File: src/rtl/ofdm_cp_frame_sequencer.sv
// Frame sequencer for the CP adder: preamble, then CP + body per symbol,
// merged into one Avalon-ST stream with channel tags and SOP/EOP.
module ofdm_cp_frame_sequencer #(
   parameter int DATA_W         = 22,
   parameter int FFT_LEN        = 64,
   parameter int CP_LEN         = 16,
   parameter int PRE_LEN        = 32,
   parameter int SYMS_PER_FRAME = 8
) (
   input  logic              clk_clk,
   input  logic              reset_reset,
   input  logic              enable,
   input  logic [DATA_W-1:0] pre_data,
   input  logic              pre_valid,
   output logic              pre_ready,
   input  logic [DATA_W-1:0] cp_data,
   input  logic              cp_valid,
   output logic              cp_ready,
   input  logic [DATA_W-1:0] sym_data,
   input  logic              sym_valid,
   output logic              sym_ready,
   input  logic              sym_startofpacket,
   output logic [DATA_W-1:0] out_data,
   output logic              out_valid,
   input  logic              out_ready,
   output logic              out_startofpacket,
   output logic              out_endofpacket,
   output logic [1:0]        out_channel,
   output logic              busy,
   output logic [15:0]       frame_count,
   output logic              align_err
);

   localparam int CW = 13;

   typedef enum logic [1:0] {IDLE, PRE, CP, SYM} state_t;

   state_t            state, state_nxt;
   logic [CW-1:0]     cnt;
   logic [7:0]        sym_idx;
   logic              load_ok;
   logic              sel_valid;
   logic [DATA_W-1:0] sel_data;
   logic [1:0]        sel_ch;
   logic              sel_sop, sel_eop;
   logic              seg_last, sym_last, first, acc;
   logic              frame_done;

   assign load_ok = !out_valid || out_ready;
   assign busy    = (state != IDLE);

   always_comb begin
      state_nxt  = state;
      sel_valid  = 1'b0;
      sel_data   = '0;
      sel_ch     = 2'd0;
      seg_last   = 1'b0;
      pre_ready  = 1'b0;
      cp_ready   = 1'b0;
      sym_ready  = 1'b0;
      first      = (cnt == '0);
      sym_last   = (sym_idx == 8'(SYMS_PER_FRAME - 1));
      unique case (state)
         IDLE: if (enable) state_nxt = PRE;
         PRE: begin
            sel_valid = pre_valid;
            sel_data  = pre_data;
            sel_ch    = 2'd2;
            pre_ready = load_ok;
            seg_last  = (cnt == CW'(PRE_LEN - 1));
         end
         CP: begin
            sel_valid = cp_valid;
            sel_data  = cp_data;
            sel_ch    = 2'd1;
            cp_ready  = load_ok;
            seg_last  = (cnt == CW'(CP_LEN - 1));
         end
         SYM: begin
            sel_valid = sym_valid;
            sel_data  = sym_data;
            sel_ch    = 2'd0;
            sym_ready = load_ok;
            seg_last  = (cnt == CW'(FFT_LEN - 1));
         end
         default: ;
      endcase
      acc        = sel_valid && load_ok;
      sel_sop    = first && (state == PRE || state == CP);
      sel_eop    = seg_last && (state == PRE || state == SYM);
      frame_done = acc && seg_last && sym_last && (state == SYM);
      // Segment switch happens on the last accept so the next source
      // is ready the very next cycle (no boundary bubbles).
      if (acc && seg_last) begin
         unique case (state)
            PRE:     state_nxt = CP;
            CP:      state_nxt = SYM;
            SYM:     state_nxt = !sym_last ? CP : (enable ? PRE : IDLE);
            default: ;
         endcase
      end
   end

   always_ff @(posedge clk_clk or posedge reset_reset) begin
      if (reset_reset) begin
         state       <= IDLE;
         cnt         <= '0;
         sym_idx     <= '0;
         frame_count <= '0;
         align_err   <= 1'b0;
      end else begin
         state <= state_nxt;
         if (acc) cnt <= seg_last ? '0 : cnt + CW'(1);
         if (acc && seg_last && state == SYM)
            sym_idx <= sym_last ? 8'd0 : sym_idx + 8'd1;
         if (frame_done) frame_count <= frame_count + 16'd1;
         if (acc && state == SYM && sym_startofpacket != first)
            align_err <= 1'b1;
      end
   end

   always_ff @(posedge clk_clk or posedge reset_reset) begin
      if (reset_reset) begin
         out_valid         <= 1'b0;
         out_data          <= '0;
         out_channel       <= 2'd0;
         out_startofpacket <= 1'b0;
         out_endofpacket   <= 1'b0;
      end else if (acc) begin
         out_valid         <= 1'b1;
         out_data          <= sel_data;
         out_channel       <= sel_ch;
         out_startofpacket <= sel_sop;
         out_endofpacket   <= sel_eop;
      end else if (out_ready) begin
         out_valid <= 1'b0;
      end
   end

endmodule
File: config.mk
export PLATFORM = sky130hd
export DESIGN_NAME = ofdm_cp_frame_sequencer
export DESIGN_NICKNAME = d
export VERILOG_FILES = /design/src/rtl/ofdm_cp_frame_sequencer.sv
export SDC_FILE = /design/constraint.sdc
export NUM_CORES = 1
export LEC_CHECK = 0
export ABC_CLOCK_PERIOD_IN_PS = 4000
export CAP_MARGIN = 40
export CORE_MARGIN = 1.5
export CORE_UTILIZATION = 60
export DETAILED_ROUTE_END_ITERATION = 10
export DONT_BUFFER_PORTS = 1
export PLACE_DENSITY = 0.86
export SLEW_MARGIN = 20
export SYNTH_ARGS = -nofsm -noshare
export SYNTH_HDL_FRONTEND = slang
export SYNTH_SLANG_ARGS = --single-unit
File: constraint.sdc
create_clock -name clk_clk -period 4 [get_ports clk_clk]
set_clock_uncertainty 0.1 [all_clocks]
set_input_delay 0.4 -clock clk_clk [delete_from_list [all_inputs] [get_ports clk_clk]]
set_output_delay 0.4 -clock clk_clk [all_outputs]
set_load 0.1 [all_outputs]
### Word level (Yosys, flattened, before mapping)

Index checks and enable logic that the tools add are counted.
Widths: inputs -> output; s select.

| word-level totals | value |
|---|---|
| register bits after elaboration | 67 |
| input bits | 74 |

| operators by class | value |
|---|---|
| equal/unequal tests | 8 |
| mux-type cells | 17 |
| add/sub/neg operators | 3 |
| reduce and logical (&&, ||, !) cells | 17 |

Operators with widths:

| cell | number |
|---|---|
| $pmux 22 s3 | 1 |
| $add 16x1->16 const B | 1 |
| $add 13x1->13 const B | 1 |
| $eq 13x4->1 const B | 1 |
| $eq 13x5->1 const B | 1 |
| $eq 13x6->1 const B | 1 |
| $logic_not 13->1 | 1 |
| $mux 13 | 1 |
| $logic_and 1x1->1 | 9 |
| $add 8x1->8 const B | 1 |
| $eq 8x3->1 const B | 1 |
| $mux 2 | 4 |
| $mux 8 | 1 |
| $mux 1 | 6 |
| $pmux 1 s3 | 2 |
| $pmux 2 s3 | 1 |
| $eq 2x2->1 const B | 2 |
| $pmux 2 s2 | 1 |
| $reduce_bool 2->1 | 2 |
| $logic_or 1x1->1 | 3 |
| $eq 2x1->1 const B | 1 |
| $logic_not 2->1 | 1 |
| $logic_not 1->1 | 1 |
| $ne 1x1->1 | 1 |

### Logic depth before layout (Yosys ltp)

| depth | value |
|---|---|
| depth after elaboration | 6 |
| mapped depth | 10 |

### Least setup slack after synthesis

OpenSTA, ideal clock, no wires.

| timing path | value |
|---|---|
| kind | reg2reg |
| start | reg out_valid |
| end | reg frame_count[13] |
| stages on the path, launching flop included | 8 |
| setup slack | 0.890 ns |
| data arrival time | 2.848 ns |
| cells stage by stage | dfrtp_1 > nor2b_1 > or4b_2 > buf_4 > or4b_4 > buf_6 > nor4_1 > xor2_1 |

| on the way | value |
|---|---|
| word-level cells in the longest chain between the ends | 6 |

Ends and longest elaborated chain:

| element | line | source |
|---|---|---|
| start, declared | 24 | `output logic out_valid,` |
| start signal, assigned | 124 | `out_valid <= 1'b0;` |
| start signal, assigned | 130 | `out_valid <= 1'b1;` |
| start signal, assigned | 136 | `out_valid <= 1'b0;` |
| $logic_not 1->1 | 49 | `assign load_ok = !out_valid \|\| out_ready;` |
| $logic_or 1x1->1 | 49 |  |
| $logic_and 1x1->1 | 88 | `acc = sel_valid && load_ok;` |
| $logic_and 1x1->1 (3 in series) | 91 | `frame_done = acc && seg_last && sym_last && (state == SYM);` |
| end signal, assigned | 116 | `if (frame_done) frame_count <= frame_count + 16'd1;` |
| end, declared | 30 | `output logic [15:0] frame_count,` |

Every way passes these cells.
A chain may end at the register's enable or synchronous reset.

### Worst setup path in the final report

| timing path | value |
|---|---|
| start | reg state[0] |
| end | reg frame_count[13] |

| on the way | value |
|---|---|
| word-level cells in the longest chain between the ends | 6 |
| elaborated cells on any way between the ends | 9 |
| classes of those cells | 3 x eq/ne; 2 x mux; 4 x reduce/logical |

Ends and longest elaborated chain:

| element | line | source |
|---|---|---|
| start, declared | 38 | `state_t state, state_nxt;` |
| start signal, assigned | 112 | `state <= state_nxt;` |
| $eq 2x2->1, or another cell as far along | 63, 91 |  |
| $pmux 1 s3 | 63 | `unique case (state)` |
| $logic_and 1x1->1 | 88 |  |
| $logic_and 1x1->1 (2 in series) | 91 |  |
| $logic_and 1x1->1 (*) | 91 |  |

Every way passes the cells marked *; elsewhere a longest branch is shown, timed or not.

==> impl_metrics.json <==
{
  "syn_nets": 407,
  "cp_max_fo": 28,
  "async_flop_share_pct": 100,
  "synth_seq_cells": 67,
  "rsz0062_at_grt": "false",
  "path_buf_inv": 1,
  "fin_util_pct": 89.8,
  "io_buffers": 0,
  "p_leak_nw": 2.18,
  "synth_seq_area_share_pct": 50.6,
  "switching_share_pct": 43.1,
  "cts_tree": "done",
  "slew_violations": 0,
  "start_util_pct": 63.6,
  "path_class": "reg -> reg",
  "drive_gt1_share_pct": 19.1,
  "worstPathRequired_ns": 4.17,
  "max_freq_mhz": 318,
  "antenna_left": 0,
  "grt_max_degree": 54,
  "diodes": 0,
  "antenna_found_initial": 0,
  "synth_cells": 322,
  "io_pins": 122,
  "cts.sinks": 67,
  "min_period_ns": 3.14,
  "place_inst": 432,
  "grt_pass1_vias": 2941,
  "insertion_delay_ns": 0.35,
  "combinationalPowerShare_pct": 41.1,
  "fp.coreArea_mm2": 0.00520,
  "synthFlopType": "dfrtp_1",
  "arrival_ns": 3.31,
  "tns_ns": 0,
  "numCtsBuffers": 9,
  "firstDrtPassIters": 7,
  "syn2layout_area_growth_pct": 41.2,
  "dp_slack_ns": 0.858,
  "worst_slew_margin_rel_pct": 38.2,
  "die_h_um": 77.3,
  "rows": 26,
  "gp_congestion": 0.786,
  "min_path_type": "in -> reg",
  "grt.total_usage_pct": 32.0,
  "grt_pass1_wl_um": 14500,
  "nets": 485,
  "switchingPower_w": 0.00107,
  "vias": 3191,
  "cp_top_family": "simple AND/OR/NAND/NOR gates",
  "cts-root-buf": "clkbuf_8",
  "finalWorstSetupSlack_ns": 0.859,
  "crit_chain": "ha_1 -> buf_4 -> or4b_2 -> or4b_4 -> nor4_1 -> xor2_1",
  "synth-edff-count": 0,
  "grt_overflow_total": 0,
  "clkPwrFrac_pct": 20.9,
  "hpwl_um": 6800,
  "drtIter0Drc": 429,
  "wl_per_cell_um": 24.1,
  "syn_area_per_cell_um2": 10.3,
  "h-tree-depth": 3,
  "cts_resized": 0,
  "final_cells": 474,
  "worst_pin_slew_ns": 0.927,
  "netlist_area_mm2": 0.00331,
  "crit_path_end_kind": "register",
  "status": "finished clean",
  "clk_pin_slew_ns": 0.07,
  "wirelength_um": 11400,
  "rrSetupSlack_ns": 0.86,
  "yosys_warnings": 0,
  "p_seq_share_pct": 38.0,
  "cap_viol_max_count": 0,
  "vdd_drop_max_mv": 0.521,
  "setup_viol": 0,
  "intPower_w": 0.00141,
  "synth_cell_types": 39,
  "slowest_stage": "or4b_2",
  "min_period_over_period_pct": 78.5,
  "post_drt_via_cell_ratio": 6.73,
  "die-width_um": 77.3,
  "hold_viol_final": 0,
  "worstSetupStartpointType": "register",
  "crit_path_max_incr_delay_ns": 0.77,
  "clk_path_buf_depth": 2,
  "power_density_mw_per_mm2": 530,
  "drc": 0,
  "die-area_mm2": 0.00597
}
==> stage by stage <==
stage	instance area (um^2)	power [W]	hold WS, ns
2_1_floorplan	3310	0.00146	0.347
3_3_place_gp	3410	0.00151	0.365
3_5_place_dp	4140	0.00173	0.163
4_1_cts	4330	0.00226	0.141
5_1_grt	4680	0.00254	0.160
6_report	4680	0.00248	0.156
==> worst paths after layout <==
kind | from | endpoint | depth (start not counted)
max | state[0]$_DFF_PP0_ | frame_count[13]$_DFFE_PP0P_ | 6
min | sym_startofpacket | align_err$_DFFE_PP0P_ | 2
max reg2reg | state[0]$_DFF_PP0_ | frame_count[13]$_DFFE_PP0P_ | 6
min reg2reg | cnt[12]$_DFFE_PP0P_ | cnt[12]$_DFFE_PP0P_ | 1
max in group asynchronous | reset_reset | out_data[0]$_DFFE_PP0P_ | 3
min in group asynchronous | reset_reset | out_data[16]$_DFFE_PP0P_ | 2
==> worst reg2reg max path, stage by stage (launching register included) <==
cell	delay [ns]
dfrtp_1	0.46
ha_1	0.22
buf_4	0.33
or4b_2	0.77
or4b_4	0.63
nor4_1	0.37
xor2_1	0.18
==> area by class of cell <==
type | count | area [um^2]
Clock inverter | 2 | 10.0
Clock buffer | 13 | 169
Sequential cell | 67 | 1680
Inverter | 9 | 33.8
Tap cell | 70 | 87.6
Fill cell | 209 | 529
Timing Repair Buffer | 86 | 1180
Multi-Input combinational cell | 227 | 1520
==> logic make-up (layout without fill, tap and decap cells) <==
| family | count (synthesis) | after routing | share of synthesized area (%) |
|---|---|---|---|
| flops | 67 | 67 | 50.6 |
| buf+inv | 28 | 110 | 3.59 |
| compound gates | 61 | 61 | 13.4 |
| fa+ha+maj | 11 | 11 | 4.16 |
| simple gates | 118 | 118 | 18.1 |
| mux | 6 | 6 | 1.93 |
| xor+xnor | 31 | 31 | 8.20 |
==> cells in the mapped netlist (2+ instances only) <==
cell type	count	area [um^2]
a21oi_1	2	10.0
a222oi_1	23	230
a31oi_1	2	12.5
and2_1	3	18.8
and3_1	5	31.3
and4_1	2	17.5
buf_2	2	10.0
clkbuf_1	15	56.3
dfrtp_1	67	1680
ha_1	11	138
inv_1	9	33.8
mux2_2	3	33.8
mux2i_1	3	30.0
nand2_1	51	191
nand3_1	9	45.0
nand4_1	8	50.1
nor2_1	10	37.5
nor3_1	10	50.1
nor4_1	6	37.5
o21ai_0	26	130
o21bai_1	3	22.5
o31ai_1	3	22.5
or3_1	3	18.8
or4_4	2	22.5
xnor2_1	14	123
xor2_1	17	149
==> timing repair <==
action | 4_1_cts | 5_1_grt
hold buffers | 1 | 0
setup buffers | 0 | 0
hold endpoints to repair | 13 | 0
==> cells in the final DEF, fill, tap and decap left out, types with 2 or more instances in the layout <==
cell,n
dfrtp_1,67
nand2_1,51
buf_16,27
o21ai_0,26
a222oi_1,23
buf_1,19
xor2_1,17
clkbuf_1,15
xnor2_1,14
buf_4,13
clkbuf_8,12
ha_1,11
nor3_1,10
nor2_1,10
nand3_1,9
inv_1,8
nand4_1,8
nor4_1,6
and3_1,5
clkbuf_16,5
or3_1,3
mux2i_1,3
mux2_2,3
o21bai_1,3
o31ai_1,3
and2_1,3
buf_8,3
or4_4,2
and4_1,2
a21oi_1,2
a31oi_1,2
clkinv_2,2
buf_2,2
==> registers in the layout (all words and copies together) (netlist names) <==
name,flops
out_valid,1
out_data,22
align_err,1
out_startofpacket,1
out_channel,2
frame_count,16
state,2
out_endofpacket,1
cnt,13
sym_idx,8
==> routing by layer <==
metal	up-vias	share of wire, %	GRT usage (%)
met1	1579	35	37.7
met3	57	7.6	6.90
met4	0	4.8	17.8
met2	228	53	53.9
li1	1327	-	-
met5	-	0	0
==> power groups by stage <==
stage               logic (W)  registers [W]  clock network [W]
floorplan            0.000170        0.00129                  0
global placement     0.000208        0.00130                  0
detailed placement   0.000604        0.00113                  0
CTS                  0.000619        0.00112           0.000518
global route          0.00105       0.000948           0.000552
finish                0.00102       0.000942           0.000517
Power figures use the tool's default switching activity.
